$ cat src/rtl/ram_fill_scheduler.sv
// ram_fill_scheduler
// Write-port controller for the cell RAM. A fill engine writes a programmable
// address range with a constant, incrementing or LFSR pattern, and shares the
// single RAM write port with an external host writer. Under contention the
// grant alternates between host and fill, starting with the host after reset.
//
// Optional feature: define FILL_ABORT_EN to add the 'abort' input, which ends
// a running fill at the next edge without a done pulse.
//
// Ports:
//   clk, rst_n          clock (rising edge) and asynchronous active-low reset
//   start               fill request, sampled only while idle
//   mode                0 constant, 1 incrementing, 2 LFSR, 3 same as 0
//   fill_value          constant / increment start value / LFSR seed
//   base_addr, length   first address and word count (0..2**ADDR_W)
//   host_we/addr/data   host write request; held until host_ready
//   abort               (FILL_ABORT_EN only) stop the running fill
//   host_ready          host write accepted this cycle when host_we=1
//   busy, done          fill in progress / one-cycle completion pulse
//   ram_we/addr/data    registered RAM write port
module ram_fill_scheduler #(
  parameter int ADDR_W = 10,
  parameter int DATA_W = 8   // LFSR taps are defined for 8-bit data only
) (
  input  logic              clk,
  input  logic              rst_n,
  input  logic              start,
  input  logic [1:0]        mode,
  input  logic [DATA_W-1:0] fill_value,
  input  logic [ADDR_W-1:0] base_addr,
  input  logic [ADDR_W:0]   length,
  input  logic              host_we,
  input  logic [ADDR_W-1:0] host_addr,
  input  logic [DATA_W-1:0] host_data,
`ifdef FILL_ABORT_EN
  input  logic              abort,
`endif
  output logic              host_ready,
  output logic              busy,
  output logic              done,
  output logic              ram_we,
  output logic [ADDR_W-1:0] ram_addr,
  output logic [DATA_W-1:0] ram_data
);

  typedef enum logic {IDLE, FILL} state_t;
  typedef enum logic {GRANT_HOST, GRANT_FILL} grant_t;

  state_t            state_q, state_d;
  grant_t            last_grant_q, last_grant_d;
  logic [ADDR_W-1:0] base_q, base_d;
  logic [ADDR_W:0]   len_q, len_d;
  logic [1:0]        mode_q, mode_d;
  logic [ADDR_W:0]   idx_q, idx_d;
  logic [DATA_W-1:0] pattern_q, pattern_d;
  logic              we_d;
  logic [ADDR_W-1:0] addr_d;
  logic [DATA_W-1:0] data_d;
  logic              done_d;
  logic              abort_req;
  logic              host_grant;

`ifdef FILL_ABORT_EN
  assign abort_req = abort;
`else
  assign abort_req = 1'b0;
`endif

  // Fibonacci LFSR, taps 8,6,5,4: shift left, feedback enters bit 0.
  function automatic logic [DATA_W-1:0] lfsr_next(input logic [DATA_W-1:0] p);
    return {p[DATA_W-2:0], p[7] ^ p[5] ^ p[4] ^ p[3]};
  endfunction

  assign busy = (state_q == FILL);

  // Next-state, arbitration and write-port decode.
  always_comb begin
    state_d      = state_q;
    last_grant_d = last_grant_q;
    base_d       = base_q;
    len_d        = len_q;
    mode_d       = mode_q;
    idx_d        = idx_q;
    pattern_d    = pattern_q;
    we_d         = 1'b0;
    addr_d       = ram_addr;
    data_d       = ram_data;
    done_d       = 1'b0;
    host_grant   = 1'b0;
    host_ready   = (state_q == IDLE) || (last_grant_q == GRANT_FILL);

    case (state_q)
      IDLE: begin
        // Host writes are uncontested here and do not touch last_grant.
        if (host_we) begin
          we_d   = 1'b1;
          addr_d = host_addr;
          data_d = host_data;
        end
        if (start) begin
          base_d  = base_addr;
          len_d   = length;
          mode_d  = mode;
          idx_d   = '0;
          state_d = FILL;
          // An all-zero LFSR would lock up, so a zero seed becomes 1.
          if (mode == 2'd2 && fill_value == '0)
            pattern_d = DATA_W'(1);
          else
            pattern_d = fill_value;
        end
      end

      FILL: begin
        host_grant = host_we && (last_grant_q == GRANT_FILL);
        if (host_grant) begin
          we_d         = 1'b1;
          addr_d       = host_addr;
          data_d       = host_data;
          last_grant_d = GRANT_HOST;
        end

        if (abort_req) begin
          state_d = IDLE;
        end else if (len_q == '0) begin
          state_d = IDLE;
          done_d  = 1'b1;
        end else if (!host_grant) begin
          we_d         = 1'b1;
          addr_d       = base_q + idx_q[ADDR_W-1:0];
          data_d       = pattern_q;
          last_grant_d = GRANT_FILL;
          idx_d        = idx_q + (ADDR_W+1)'(1);
          case (mode_q)
            2'd1:    pattern_d = pattern_q + DATA_W'(1);
            2'd2:    pattern_d = lfsr_next(pattern_q);
            default: pattern_d = pattern_q;
          endcase
          // done rides along with the last write of the range.
          if (idx_q == len_q - (ADDR_W+1)'(1)) begin
            state_d = IDLE;
            done_d  = 1'b1;
          end
        end
      end

      default: state_d = IDLE;
    endcase
  end

  // State and output registers.
  always_ff @(posedge clk or negedge rst_n) begin
    if (!rst_n) begin
      state_q      <= IDLE;
      last_grant_q <= GRANT_FILL;
      base_q       <= '0;
      len_q        <= '0;
      mode_q       <= '0;
      idx_q        <= '0;
      pattern_q    <= '0;
      ram_we       <= 1'b0;
      ram_addr     <= '0;
      ram_data     <= '0;
      done         <= 1'b0;
    end else begin
      state_q      <= state_d;
      last_grant_q <= last_grant_d;
      base_q       <= base_d;
      len_q        <= len_d;
      mode_q       <= mode_d;
      idx_q        <= idx_d;
      pattern_q    <= pattern_d;
      ram_we       <= we_d;
      ram_addr     <= addr_d;
      ram_data     <= data_d;
      done         <= done_d;
    end
  end

endmodule
$ cat config.mk
export PLATFORM = sky130hd
export DESIGN_NAME = ram_fill_scheduler
export DESIGN_NICKNAME = d
export VERILOG_FILES = /design/src/rtl/ram_fill_scheduler.sv
export SDC_FILE = /design/constraint.sdc
export NUM_CORES = 1
export LEC_CHECK = 0
export ABC_CLOCK_PERIOD_IN_PS = 3250
export CORE_MARGIN = 1
export CORE_UTILIZATION = 50
export CTS_BUF_LIST = sky130_fd_sc_hd__clkbuf_16
export DETAILED_ROUTE_END_ITERATION = 10
export GPL_TIMING_DRIVEN = 0
export PLACE_DENSITY = 0.77
export SETUP_SLACK_MARGIN = 0.02
export SYNTH_ARGS = -nofsm -noshare
export SYNTH_HDL_FRONTEND = slang
export SYNTH_SLANG_ARGS = --single-unit
$ cat constraint.sdc
create_clock -name clk -period 3.25 [get_ports clk]
set_input_delay 0.4875 -clock clk [delete_from_list [all_inputs] [get_ports clk]]
set_output_delay 0.4875 -clock clk [all_outputs]
set_load 0.005 [all_outputs]
### Word level (Yosys, flattened, before mapping)

Cells that the tools add are included.

* flip-flop bits (word level): 64
* input bits: 53
* output and inout port bits: 22
* logic and storage cells: 73

* add/sub/neg operators: 4
* equality and inequality tests: 9
* multiplexer cells: 37
* bitwise operators: 4
* reduce and logical (&&, ||, !) cells: 8

Operators with widths (number)
* 8-bit two-way mux: 8
* 8-bit one-hot mux with 2 select lines: 3
* 10-bit two-way mux: 4
* 11-bit two-way mux: 3
* 11-bit one-hot mux with 2 select lines: 1
* 10-bit one-hot mux with 2 select lines: 1
* 1-bit two-way mux: 15
* 11-bit by 1-bit adder with 11-bit output, second input constant: 1
* 11-bit == test: 1
* 11-bit zero test: 1
* 11-bit by 1-bit subtractor with 11-bit output, second input constant: 1
* 10-bit adder: 1
* 8-bit by 1-bit adder with 8-bit output, second input constant: 1
* 8-bit zero test: 1
* 2-bit inequality test, second input constant: 4
* 2-bit == test, second input constant: 2
* 1-bit one-hot mux with 2 select lines: 2
* 4-bit AND reduction: 1
* 3-bit by 1-bit inequality test with 1-bit output, second input constant: 1
* 3-bit AND reduction: 1
* 1-bit XOR: 3
* 2-bit by 1-bit == test with 1-bit output, second input constant: 1
* 1-bit logical AND: 2
* 2-bit AND reduction: 1
* other kinds (2): 2

### Depth between registers and ports, before layout

Gate-level depths: netlist (run 1).

* depth in word-level cells: 7
* depth in mapped cells: 9
* gate-level depth less buffers: 8

### Least setup slack after synthesis (run 1)

No wires, ideal clock.

* path type: flip-flop to flip-flop
* from: register idx_q[0]
* to: register ram_addr[8]
* data arrival time: 1.905 ns
* slack: 1.249 ns
* cell stages (with the launch flop): 9
* cells stage by stage: dfrtp_1 -> ha_1 -> fa_1 -> a21oi_1 -> o211ai_1 -> nor4_1 -> nor3_1 -> xnor2_1 -> o31ai_1

* word-level cells in the longest chain between the ends: 4

Ends and longest elaborated chain
* start, declared: RTL line 54 `logic [ADDR_W:0] idx_q, idx_d;`
* start signal, assigned: RTL line 171 `idx_q <= idx_d;`
* 10-bit adder: RTL line 130 `addr_d = base_q + idx_q[ADDR_W-1:0];`
* 10-bit two-way mux: RTL line 128 `end else if (!host_grant) begin`
* 10-bit two-way mux: RTL line 125 `end else if (len_q == '0) begin`
* 10-bit one-hot mux with 2 select lines: RTL line 92 `case (state_q)`
* end signal, assigned: RTL line 174 `ram_addr <= addr_d;`
* end, declared: RTL line 42 `output logic [ADDR_W-1:0] ram_addr,`

No other way between the ends.
A chain may end at the register's enable or synchronous reset.

### Final worst setup path (run 1)

Same ends and word-level chain as after synthesis.

==> parameters.txt, run 1 <==
Parameter                              Value

Pwr
  Power per standard cell area    951 mW/mm²
  Largest vdd supply drop    0.358 mV
  Leakage power    2.17 nW

Clock network
  Later-pin clock latency in the skew report    340 ps
  CTS Buf Count    9
  Post-CTS resize count    0
  Clock tree from TritonCTS    done
  Hold-fix buffer count after cts    0
  H-Tree Level Count    3
  Post-CTS Repair Setup Buffers    0
  Register clock-pin slew on the reported worst setup and hold paths    50 ps
  Clock Sink Count    64
  Cell at the root of the clock tree    sky130_fd_sc_hd__clkbuf_16
  CTS max path bufs    2

Synth
  Avg Cell Area, Syn    8.64 µm²
  Number of enable-type register cells in the synthesized netlist    0
  Synth Flop Type    sky130_fd_sc_hd__dfrtp_1
  Synthesized cell area    0.00381 mm²
  Number of nets produced by synthesis    508
  Number of library cell types mapped by synthesis    53
  Synth Instances    441
  Flops & latches, synth    64
  Warnings, synthesis    0
  Sequential cell area fraction in the yosys report    42.0%
  Async S/R FF share, synth    100%

Placement
  Placed cells    614
  Port Buffers    74
  DPL Wire Length    6990 µm
  Final weighted congestion in routability-driven placement    0.834
  Worst setup slack after placement    740 ps

Finish
  Seq. cell area    0.00160 mm²
  Fillers    585
  Fraction of final layout cells with drive strength greater than 1    6.03%
  Number of standard cells in the final layout excluding fillers    630
  Area delta synth->final    30.6%
  Multi-input combinational cell area    0.00206 mm²
  Number of diodes added for antenna fixing    0
  Net count, final    593
  Final cell utilization of the core    67.9%

Critical path
  Setup crit start kind    flip-flop
  Cell type of the slowest stage on the worst timing path    sky130_fd_sc_hd__dfrtp_1
  Category of cells accounting for the largest share of critical-path delay    adder cells
  Critical Path End Type    flip-flop
  Crit Path Class    reg2reg
  Cells traversed along the worst timing path    ha_1, fa_1, a21oi_1, o211ai_1, nor4_1, nor3_1, xnor2_1, o31ai_1
  Critical path peak fanout    6
  Data required, critical path    3470 ps
  CP bufs+invs    0
  Critical Path Max Stage Delay    450 ps
  Worst endpoint data arrival time    2580 ps

Global routing
  Antenna violations before repair    0
  Vias in the first global route    3372
  Busiest layer in global routing    met2
  First-pass GRT wire length    16000 µm
  Maximum number of pins on one net before global-route repair    65
  Met2 Use GR    47.3%
  Met1 usage in global routing    32.2%
  Global Route met3 Usage    5.54%
  Overall track demand over capacity in global routing    26.8%
  Total grt overflow    0

STA
  Minimum clock period    2350 ps
  Slew HR    45.1%
  Final worst clock skew    5.74 ps
  Total count of max-transition violations in the final report    0
  Setup repair after global routing missed its margin    false
  Slew of the pin with the lowest slew margin    824 ps
  Smallest setup slack after layout    896 ps
  Hold violation count in the final report    0
  Final period utilization    72.4%
  # setup viols final    0
  Upper clock frequency limit    425 MHz

Floorplanning
  Total Die Area    0.00798 mm²
  Die Height    89.3 µm
  Die W    89.3 µm
  Initial Utilization    52.0%
  Placement Rows    31
  Area inside the core boundary    0.00733 mm²
  Boundary pin count    75

Route
  Violation count after the first detailed-route iteration    165
  Via/cell ratio    5.60
  Detailed Routing Iterations Pass 1    5
  Wire length reported by the detailed router    9870 µm
  DRC errors left    0
  Detailed-route via count    3530
  Remaining number of nets flagged by the antenna check after routing    0
  WL/cell    15.7 µm

Run
  Max_cap viols    0

Hold path
  Min-delay worst type    in2async

Run status
  Outcome    finished, final reports clean
[path summary, 6_finish.rpt]
path                       cells after the start  slack, ps     endpoint  startpoint
max in group asynchronous                      1       2460  ram_addr[3]       rst_n
hold / removal                                 1        240  ram_addr[2]       rst_n
setup reg to reg                               8        900  ram_addr[8]    idx_q[0]
hold reg to reg                                2        490    base_q[4]   base_q[4]
min in group clk                               2        490    base_q[4]   base_q[4]
setup / recovery                               8        900  ram_addr[8]    idx_q[0]
[cell usage after synthesis (all sizes together), types with 2 or more instances]
master   n  area (µm²)
a211oi   7        52.6
a21boi   3        22.5
a21o     3        22.5
a21oi   21         120
a22oi    3        22.5
a31oi    5        46.3
a32oi    2        17.5
and3     4        25.0
and4     3        26.3
buf      6        50.0
clkbuf  15        56.3
dfrtp   63        1580
ha      13         163
inv     11        41.3
mux2     4        45.0
mux2i    2        20.0
nand2   91         342
nand2b   2        12.5
nand3   16        92.6
nand4    4        25.0
nor2    47         176
nor2b    2        12.5
nor3    10        50.1
nor4     5        61.3
o211ai   4        30.0
o21ai   26         130
o22ai   16         100
o31ai    3        22.5
or3      3        18.8
xnor2   23         201
xor2    11        96.3
[metrics by stage]
| stage | cell area [µm²] | setup TNS [ps] | total power [mW] | hold slack, ps |
|---|---|---|---|---|
| final | 4980 | 0 | 4.74 | 237 |
| after global routing | 4980 | 0 | 5.10 | 316 |
| after CTS | 4980 | 0 | 4.73 | 296 |
| after detailed placement | 4670 | 0 | 3.70 | 477 |
| after global placement | 4680 | -25710 | 3.61 | 471 |
| after floorplan | 3810 | 0 | 2.94 | 192 |
[report_power, final]
group | switching (mW) | internal [mW]
logic | 1.15 | 1.07
registers | 0.365 | 1.14
clock network | 0.346 | 0.658
[state kept, by name, indices dropped and copies added, names as in the netlist]
signal / count
last_grant_q: 1
idx_q: 11
mode_q: 2
ram_addr: 10
base_q: 10
ram_data: 8
done: 1
len_q: 11
busy: 1
pattern_q: 8
ram_we: 1
[layout by cell type, fill, tap and decap left out, drive strengths merged, types with 2 or more instances in the layout]
master          n
inv            14
a21boi          3
nor2           47
o211ai          4
nand2b          2
a21o            3
a22oi           3
mux2            4
clkbuf         24
a21oi          21
xor2           11
xnor2          23
bufinv          2
a32oi           2
mux2i           2
and3            4
clkinv          2
nand2          91
o22ai          16
clkdlybuf4s50  73
o31ai           3
o21ai          26
dfrtp          63
or3             3
nand4           4
ha             13
a31oi           5
buf             7
nor4            5
a211oi          7
nor2b           2
nor3           10
nand3          16
and4            3
[kinds of logic after synthesis]
kind of cell | after synthesis | share of synthesized area, %
fa+ha+maj | 14 | 4.79
compound gates | 97 | 16.3
mux | 6 | 1.71
buf+inv | 32 | 3.87
xor+xnor | 34 | 7.81
flops | 64 | 42.0
simple gates | 194 | 23.4
[per-layer routing]
metal | vias up | wire length [µm]
met4 | 0 | 220
met5 | - | 0
met3 | 23 | 472
met2 | 113 | 4960
met1 | 1687 | 4210
li1 | 1707 | -
[cell type report]
| class | instances | share of cell area, % |
|---|---|---|
| repair buffers | 74 | 14.8 |
| clock buffers | 9 | 4.52 |
| flip-flops and latches | 64 | 32.2 |
| inverters | 11 | 0.829 |
| multi-input cells | 345 | 41.4 |
| clock inverters | 7 | 1.61 |
| well taps | 99 | 2.49 |
| plain buffers | 21 | 2.14 |
(Power assumes the default switching activity.)
==> inputs of run 2 (changes only) <==
--- a/config.mk
+++ b/config.mk
@@ -5,13 +5,13 @@
 export SDC_FILE = /design/constraint.sdc
 export NUM_CORES = 1
 export LEC_CHECK = 0
-export ABC_CLOCK_PERIOD_IN_PS = 3250
+export ABC_CLOCK_PERIOD_IN_PS = 2100
 export CORE_MARGIN = 1
-export CORE_UTILIZATION = 50
+export CORE_UTILIZATION = 47
 export CTS_BUF_LIST = sky130_fd_sc_hd__clkbuf_16
 export DETAILED_ROUTE_END_ITERATION = 10
 export GPL_TIMING_DRIVEN = 0
-export PLACE_DENSITY = 0.77
+export PLACE_DENSITY = 0.76
 export SETUP_SLACK_MARGIN = 0.02
 export SYNTH_ARGS = -nofsm -noshare
 export SYNTH_HDL_FRONTEND = slang
==> constraint.sdc (replaced) <==
create_clock -name clk -period 2.1 [get_ports clk]
set_input_delay 0.315 -clock clk [delete_from_list [all_inputs] [get_ports clk]]
set_output_delay 0.315 -clock clk [all_outputs]
set_load 0.005 [all_outputs]
==> parameters.txt, run 2 (synthesis gave the netlist of run 1 again) <==
Parameter                              Value

Critical path
  Setup crit start kind    flip-flop
  Cell count of the worst reg-to-reg path    8
  Worst endpoint data arrival time    2300 ps
  Reg-to-reg startpoint    idx_q[0]
  Flop-to-flop setup slack    30 ps
  Critical path peak fanout    3
  Capturing point of the worst reg2reg path    ram_addr[8]
  Crit Path Class    reg2reg
  Data required, critical path    2330 ps
  Critical Path End Type    flip-flop

Finish
  Final cell utilization of the core    66.7%
  Most common library cell in the layout ignoring fill and taps    sky130_fd_sc_hd__nand2_1
  Registers with the most flip-flops    idx_q (11), len_q (11)
  Number of standard cells in the final layout excluding fillers    646
  Highest-count cells in the layout ignoring fill and taps    91 x sky130_fd_sc_hd__nand2_1, 73 x sky130_fd_sc_hd__clkdlybuf4s50_1, 61 x sky130_fd_sc_hd__dfrtp_1
  Fraction of final layout cells with drive strength greater than 1    11.6%
  Number of diodes added for antenna fixing    0
  Net count, final    606
  Fillers    638
  Area delta synth->final    35.9%

Run
  Max_cap viols    0

Pwr
  P_sw    2.97 mW
  Largest vdd supply drop    0.782 mV
  Int Power    4.88 mW
  Switching Fraction    37.9%
  Relative contribution of combinational cells to total power    47.2%
  Share of power burned in the clock network    23.0%
  Reg power frac    29.8%
  Leakage power    2.25 nW
  Total power    7.85 mW
  Power per standard cell area    1510 mW/mm²

STA
  Slew HR    46.3%
  Minimum clock period    2070 ps
  Upper clock frequency limit    484 MHz
  Setup repair after global routing missed its margin    true
  Slew of the pin with the lowest slew margin    806 ps
  # setup viols final    0
  TNS Setup    0 ps
  Final worst clock skew    6.73 ps
  Hold violation count in the final report    0
  Final period utilization    98.3%
  Total count of max-transition violations in the final report    0

Global routing
  Overall track demand over capacity in global routing    25.2%
  Vias in the first global route    3451
  Antenna violations before repair    0
  First-pass GRT wire length    16500 µm
  Total grt overflow    0
  Maximum number of pins on one net before global-route repair    65

Clock network
  CTS max path bufs    2
  Later-pin clock latency in the skew report    330 ps
  H-Tree Level Count    3
  Clock Sink Count    64
  Hold-fix buffer count after cts    0
  Cell at the root of the clock tree    sky130_fd_sc_hd__clkbuf_16
  CTS Buf Count    9
  Register clock-pin slew on the reported worst setup and hold paths    60 ps
  Clock tree from TritonCTS    done

Route
  WL/cell    15.4 µm
  DRC errors left    0
  Via/cell ratio    5.44
  Wire length reported by the detailed router    9960 µm
  Violation count after the first detailed-route iteration    181
  Detailed-route via count    3515
  Remaining number of nets flagged by the antenna check after routing    0
  Detailed Routing Iterations Pass 1    4

Floorplanning
  Die W    92.1 µm
  Initial Utilization    49.1%
  Total Die Area    0.00848 mm²
  Die Height    92.1 µm
  Boundary pin count    75
  Placement Rows    32
  Area inside the core boundary    0.00777 mm²

Placement
  Port Buffers    74
  Final weighted congestion in routability-driven placement    0.826
  Placed cells    617
  DPL Wire Length    7070 µm

Hold path
  Min-delay worst type    in2async

Run status
  Outcome    finished, final reports clean
## run 2: changes by cell type in the layout (fill, tap and decap cells not counted), sizes merged
cell	delta
clkinv	+1
inv	-3
buf	+13
bufinv	+2
## run 2: stage by stage
| step | instance area (µm²) | hold WS [ps] | setup WS, ps |
|---|---|---|---|
| after CTS | 5110 | 115 | -64.6 |
| after global placement | 4680 | 472 | -1400 |
| final | 5180 | 60.2 | 35.0 |
| after global routing | 5180 | 149 | -122 |
| after floorplan | 3810 | 19.4 | 99.4 |
| after detailed placement | 4680 | 462 | -225 |
## run 2: timing repair
action,in CTS,in global routing
buffers inserted,6,7
pin swaps,8,7
resized for setup,7,14
endpoints found under the setup margin,10,48
cloned,0,0
## run 2: worst max-delay path, cell delays in order, from the launching register on
cell and delay, ps:
sky130_fd_sc_hd__dfrtp_2 430, sky130_fd_sc_hd__ha_4 180, sky130_fd_sc_hd__fa_2 360, sky130_fd_sc_hd__a21oi_2 160
sky130_fd_sc_hd__o211ai_1 150, sky130_fd_sc_hd__nor4_1 200, sky130_fd_sc_hd__nor3_1 90, sky130_fd_sc_hd__xnor2_1 160
sky130_fd_sc_hd__o31ai_1 230
## run 2: worst max path at each step
stage	start	end	slack, ps	depth (start not counted)
after CTS	idx_q[0]	ram_addr[8]	-60	8
after detailed placement	host_we	busy	-220	7
final	idx_q[0]	ram_addr[8]	30	8
after floorplan	idx_q[0]	ram_addr[8]	100	8
after global placement	rst_n	len_q[7]	-1400	1
after global routing	idx_q[0]	ram_addr[8]	-120	8
## run 2: area by class of cell
cell class / count / area, µm² / area share (%)
clock buffer: 9 / 225 / 4.35
buffer: 21 / 109 / 2.10
sequential: 64 / 1610 / 31.0
multi-input combinational: 345 / 2100 / 40.6
inverter: 11 / 41.3 / 0.797
timing repair buffer: 87 / 836 / 16.1
clock inverter: 7 / 134 / 2.58
tap: 102 / 128 / 2.46
## run 2: metal layers
layer	up-vias	global-route usage, %	wire length, µm
li1	1736	-	-
met1	1662	32.4	4460
met2	98	41.4	4800
met3	19	3.73	454
met4	0	12.8	242
met5	-	0	0
## run 2: power groups by stage
stage                     Sequential, mW  Combinational, mW  Clock, mW
after floorplan                     2.21               2.34          0
after global placement              2.33               3.25          0
after detailed placement            2.34               3.37          0
after CTS                           2.33               3.52       1.82
after global routing                2.40               4.13       1.88
final                               2.34               3.71       1.80
